**src/rtl/sub_bytes_iter_pkg.sv**
```systemverilog
// Shared AES datapath definitions: byte/state types, forward S-box table
// and the SubBytes stage FSM encoding.
package sub_bytes_iter_pkg;

    typedef logic [7:0] t_AESByte;

    // Indexed [col][row]; [0][0] occupies the least significant byte.
    typedef t_AESByte [3:0][3:0] t_opaque_AESState;

    typedef enum logic [1:0] {
        ST_IDLE = 2'd0,
        ST_BUSY = 2'd1,
        ST_DONE = 2'd2
    } t_SubBytesState;

    localparam t_AESByte SBOX [256] = '{
        8'h63, 8'h7c, 8'h77, 8'h7b, 8'hf2, 8'h6b, 8'h6f, 8'hc5, 8'h30, 8'h01, 8'h67, 8'h2b, 8'hfe, 8'hd7, 8'hab, 8'h76,
        8'hca, 8'h82, 8'hc9, 8'h7d, 8'hfa, 8'h59, 8'h47, 8'hf0, 8'had, 8'hd4, 8'ha2, 8'haf, 8'h9c, 8'ha4, 8'h72, 8'hc0,
        8'hb7, 8'hfd, 8'h93, 8'h26, 8'h36, 8'h3f, 8'hf7, 8'hcc, 8'h34, 8'ha5, 8'he5, 8'hf1, 8'h71, 8'hd8, 8'h31, 8'h15,
        8'h04, 8'hc7, 8'h23, 8'hc3, 8'h18, 8'h96, 8'h05, 8'h9a, 8'h07, 8'h12, 8'h80, 8'he2, 8'heb, 8'h27, 8'hb2, 8'h75,
        8'h09, 8'h83, 8'h2c, 8'h1a, 8'h1b, 8'h6e, 8'h5a, 8'ha0, 8'h52, 8'h3b, 8'hd6, 8'hb3, 8'h29, 8'he3, 8'h2f, 8'h84,
        8'h53, 8'hd1, 8'h00, 8'hed, 8'h20, 8'hfc, 8'hb1, 8'h5b, 8'h6a, 8'hcb, 8'hbe, 8'h39, 8'h4a, 8'h4c, 8'h58, 8'hcf,
        8'hd0, 8'hef, 8'haa, 8'hfb, 8'h43, 8'h4d, 8'h33, 8'h85, 8'h45, 8'hf9, 8'h02, 8'h7f, 8'h50, 8'h3c, 8'h9f, 8'ha8,
        8'h51, 8'ha3, 8'h40, 8'h8f, 8'h92, 8'h9d, 8'h38, 8'hf5, 8'hbc, 8'hb6, 8'hda, 8'h21, 8'h10, 8'hff, 8'hf3, 8'hd2,
        8'hcd, 8'h0c, 8'h13, 8'hec, 8'h5f, 8'h97, 8'h44, 8'h17, 8'hc4, 8'ha7, 8'h7e, 8'h3d, 8'h64, 8'h5d, 8'h19, 8'h73,
        8'h60, 8'h81, 8'h4f, 8'hdc, 8'h22, 8'h2a, 8'h90, 8'h88, 8'h46, 8'hee, 8'hb8, 8'h14, 8'hde, 8'h5e, 8'h0b, 8'hdb,
        8'he0, 8'h32, 8'h3a, 8'h0a, 8'h49, 8'h06, 8'h24, 8'h5c, 8'hc2, 8'hd3, 8'hac, 8'h62, 8'h91, 8'h95, 8'he4, 8'h79,
        8'he7, 8'hc8, 8'h37, 8'h6d, 8'h8d, 8'hd5, 8'h4e, 8'ha9, 8'h6c, 8'h56, 8'hf4, 8'hea, 8'h65, 8'h7a, 8'hae, 8'h08,
        8'hba, 8'h78, 8'h25, 8'h2e, 8'h1c, 8'ha6, 8'hb4, 8'hc6, 8'he8, 8'hdd, 8'h74, 8'h1f, 8'h4b, 8'hbd, 8'h8b, 8'h8a,
        8'h70, 8'h3e, 8'hb5, 8'h66, 8'h48, 8'h03, 8'hf6, 8'h0e, 8'h61, 8'h35, 8'h57, 8'hb9, 8'h86, 8'hc1, 8'h1d, 8'h9e,
        8'he1, 8'hf8, 8'h98, 8'h11, 8'h69, 8'hd9, 8'h8e, 8'h94, 8'h9b, 8'h1e, 8'h87, 8'he9, 8'hce, 8'h55, 8'h28, 8'hdf,
        8'h8c, 8'ha1, 8'h89, 8'h0d, 8'hbf, 8'he6, 8'h42, 8'h68, 8'h41, 8'h99, 8'h2d, 8'h0f, 8'hb0, 8'h54, 8'hbb, 8'h16
    };

endpackage

```
**src/rtl/sub_bytes_iter_sbox_lookup.sv**
```systemverilog
// Single forward S-box: purely combinational byte substitution.
module sbox_lookup
    import sub_bytes_iter_pkg::*;
(
    input  t_AESByte in_byte,
    output t_AESByte out_byte
);

    assign out_byte = SBOX[in_byte];

endmodule

```
**src/rtl/sub_bytes_iter.sv**
```systemverilog
// Iterative SubBytes: one column per cycle through four S-boxes, result
// held on a valid/ready output straight from the working register.
module sub_bytes_iter
    import sub_bytes_iter_pkg::*;
(
    input  logic             clk,
    input  logic             rst_n,
    input  logic             i_valid,
    output logic             i_ready,
    input  t_opaque_AESState i_state,
    output logic             o_valid,
    input  logic             o_ready,
    output t_opaque_AESState o_state
);

    t_SubBytesState   state_reg;
    t_SubBytesState   state_next;
    logic [1:0]       col_reg;
    t_opaque_AESState buf_reg;
    t_AESByte [3:0]   sub_col;
    logic             load;

    generate
        for (genvar gi = 0; gi < 4; gi++) begin : g_sbox
            sbox_lookup u_sbox (
                .in_byte  (buf_reg[col_reg][gi]),
                .out_byte (sub_col[gi])
            );
        end
    endgenerate

    always_ff @(posedge clk or negedge rst_n) begin
        if (!rst_n) begin
            state_reg <= ST_IDLE;
        end else begin
            state_reg <= state_next;
        end
    end

    always_comb begin
        state_next = state_reg;
        case (state_reg)
            ST_IDLE: if (i_valid) state_next = ST_BUSY;
            ST_BUSY: if (col_reg == 2'd3) state_next = ST_DONE;
            ST_DONE: if (o_ready) state_next = i_valid ? ST_BUSY : ST_IDLE;
            default: state_next = ST_IDLE;
        endcase
    end

    // In DONE the slot frees up in the same edge the result is taken.
    always_comb begin
        i_ready = 1'b0;
        o_valid = 1'b0;
        case (state_reg)
            ST_IDLE: i_ready = 1'b1;
            ST_DONE: begin
                i_ready = o_ready;
                o_valid = 1'b1;
            end
            default: ;
        endcase
    end

    assign load = i_valid & i_ready;

    always_ff @(posedge clk or negedge rst_n) begin
        if (!rst_n) begin
            buf_reg <= '0;
            col_reg <= 2'd0;
        end else if (load) begin
            buf_reg <= i_state;
            col_reg <= 2'd0;
        end else if (state_reg == ST_BUSY) begin
            buf_reg[col_reg] <= sub_col;
            col_reg          <= col_reg + 2'd1;
        end
    end

    assign o_state = buf_reg;

endmodule

```
**config.mk**
```make
export PLATFORM = sky130hd
export DESIGN_NAME = sub_bytes_iter
export DESIGN_NICKNAME = d
export VERILOG_FILES = /design/src/rtl/sub_bytes_iter_pkg.sv /design/src/rtl/sub_bytes_iter_sbox_lookup.sv /design/src/rtl/sub_bytes_iter.sv
export SDC_FILE = /design/constraint.sdc
export NUM_CORES = 1
export LEC_CHECK = 0
export ABC_AREA = 0
export CAP_MARGIN = 20
export CORE_ASPECT_RATIO = 1.4
export CORE_MARGIN = 2
export CORE_UTILIZATION = 25
export DETAILED_ROUTE_END_ITERATION = 7
export DONT_BUFFER_PORTS = 1
export HOLD_SLACK_MARGIN = 0.08
export SLEW_MARGIN = 20
export SYNTH_ARGS = -nofsm -noshare
export SYNTH_HDL_FRONTEND = slang
export SYNTH_SLANG_ARGS = --single-unit
```
**constraint.sdc**
```tcl
create_clock -name clk -period 3.9 [get_ports clk]
set_input_delay 0.585 -clock clk [delete_from_list [all_inputs] [get_ports clk]]
set_output_delay 0.585 -clock clk [all_outputs]
set_load 0.005 [all_outputs]
```
==> metrics.yaml <==
status: "completed"
grt_overflow: 0
period_needed_ps: 3848
cts_tree: "done"
clock.fmax_mhz: 259.9
critPathKind: "reg2reg"
synth-edff-count: 0
ff2ff_path_depth: 10
syn-cell-area_sq_um: 20720
gp_congestion: 1.080
crit_arrival_ps: 4210
cts_buffers: 17
initial_core_util_pct: 25.30
worst_ep_required_time_ps: 4260
synth_warnings: 0
clock_skew_ps: 17.66
wl_microns: 127400
crit_path_start: "col_reg[0]"
wire_per_inst_microns: 32.90
clk_latency_ps: 490
antenna_found_initial: 6
cts.sink_count: 132
core_area_sq_um: 81920
ys_seq_area_share_pct: 15.94
postRouteAntennaNets: 0
fin_setup_tns_ps: 0
hp-class: "in2reg"
io_pins: 262
fin_util_pct: 29.43
postSynth.asyncResetShare_pct: 100.0
die_w_microns: 247.3
synthFlopType: "dfrtp_1"
nNetsFinal: 2978
cts_root_buf: "clkbuf_16"
ys_top_cells_by_area: "dfrtp_1, o21ai_0, a22oi_1"
clock_path_buffers: 2
path_clk_slew_ps: 80
grt_max_degree: 133
ys_types: 106
largest_register_ffs: 128
yosysTopAreaCellShare_pct: 15.94
maxCapViolations: 0
avgSynthCellArea_sq_um: 7.538
relSlewSlack_pct: 39.41
drt_iter0_markers: 4188
rows: 124
post-route-period-util_pct: 98.66
via_per_inst: 6.846
min_path_cells: 2
tightest_slew_ps: 908.8
synth_top_area_cell: "dfrtp_1"
multiInputGateArea_sq_um: 15770
finalHoldViolCount: 0
ctsHtreeMaxLevel: 4
slew_viol_final: 0
critPathCaptureType: "register"
first_pass_iters: 8
ys_seq_elements: 132
setup_viol: 0
startpoint_type: "register"
numPortBuffers: 0
grt_first_pass_wirelength_microns: 182100
worstPathMaxFanout: 31
r2r-start: "col_reg[0]"
fillers: 8890
hpwl_microns: 93650
grt_pass1_vias: 25460
syn_inst: 2749
vias: 26520
hold_start: "i_state[56]"
grt_use_total_pct: 28.95
syn_nets: 2941
drc: 0
area_growth_syn_to_layout_pct: 16.33
seqCellArea_sq_um: 3311
drive_gt1_share_pct: 19.19
fp.dieArea_sq_um: 85240
die_h_microns: 344.7
## cells by family after synthesis
family,count (synthesis),synth area share [%]
fa+ha+maj,60,3.623
compound gates,1210,41.26
buf+inv,371,8.966
mux,157,9.504
xor+xnor,12,0.5072
simple gates,807,20.20
flops,132,15.94
## what timing repair did
action / in CTS / in global routing
hold buffers: 2 / 0
endpoints found under the setup margin: 8 / 60
cloned: 1 / 1
pin swaps: 0 / 3
gates resized for setup: 1 / 30
setup buffers: 0 / 5
endpoints found under the hold margin: 132 / 0
## cell usage after synthesis (25+ instances only)
cell	n
a211oi_1	46
o21ai_0	225
inv_1	39
a2111oi_0	27
nor2_1	137
or3_1	27
a22oi_1	129
o22ai_1	29
buf_2	103
a311oi_1	28
a21o_1	27
a21oi_1	167
a221oi_1	34
buf_4	32
nor3_1	62
nand2_1	184
mux2i_1	91
a32oi_1	26
a31oi_1	53
mux2_2	36
o221ai_1	37
nor2b_1	52
o311ai_0	25
clkbuf_1	154
nand2b_1	78
mux4_2	26
and2_1	40
nand3_1	88
ha_1	60
o21ai_1	28
o211ai_1	65
o31ai_1	38
dfrtp_1	132
## critical path: stages, from the launching register on
cell,delay (ps)
dfrtp_4,450
buf_16,250
mux4_2,550
inv_1,260
ha_1,470
nand2b_1,240
a21o_1,240
a311oi_1,540
or4_1,320
o211a_1,260
o21ai_0,100
## worst paths after layout
kind	to	slack, ps
hold reg to reg	state_reg[0]	540
hold / removal	o_state[56]	240
max in group asynchronous	o_state[34]	2440
setup / recovery	o_state[67]	50
setup reg to reg	o_state[67]	50
min in group asynchronous	o_state[56]	660
## per-stage QoR
step	area (sq um)	setup slack, ps	hold WS [ps]	instances
floorplan	20720	134.6	289.4	2749
global placement	23260	-88.64	291.8	3829
detailed placement	23260	-38.98	292.9	3829
CTS	23910	0.8700	210.1	3864
global route	24100	-0.7110	227.5	3871
finish	24110	52.41	242.5	3873
## metal layers
metal | vias up | track usage (%) | part of all wire [%]
met5 | - | 0 | 0.034
met4 | 6 | 20.81 | 8.9
met3 | 668 | 7.349 | 11
met2 | 2250 | 46.93 | 45
met1 | 12670 | 33.03 | 35
li1 | 10920 | - | -
## layout make-up
cell class / count / area share [%]
Antenna cell: 3 / 0.03114
Clock buffer: 18 / 1.822
Clock inverter: 14 / 0.6229
Multi-Input combinational cell: 2248 / 65.43
Tap cell: 1071 / 5.559
Sequential cell: 132 / 13.73
Inverter: 45 / 0.7111
Timing Repair Buffer: 342 / 12.09
## placed cells by master, fill, tap and decap left out, drive strengths merged, types with 16 or more instances in the layout
master,synthesis,final
buf,172,341
o21ai,253,253
nand2,187,187
a21oi,169,169
nor2,140,140
dfrtp,132,132
a22oi,129,129
mux2i,91,91
nand3,88,88
nand2b,79,79
o211ai,65,65
nor3,63,63
ha,60,60
nor2b,54,54
a31oi,53,53
a211oi,47,47
inv,42,47
and2,47,47
mux2,39,39
o31ai,38,38
o221ai,37,37
a221oi,36,36
o311ai,32,32
o22ai,29,29
mux4,27,29
a2111oi,29,29
a311oi,28,28
a21o,27,27
or3,27,27
a32oi,26,26
or2,25,25
o2111ai,24,24
nand4,22,22
o32ai,20,20
nor3b,18,18
clkbuf,154,18
and3,16,16
Power is left out: the tool's default activity adds up to more than one toggle a clock period on the data nets, which glitch-free logic cannot reach.
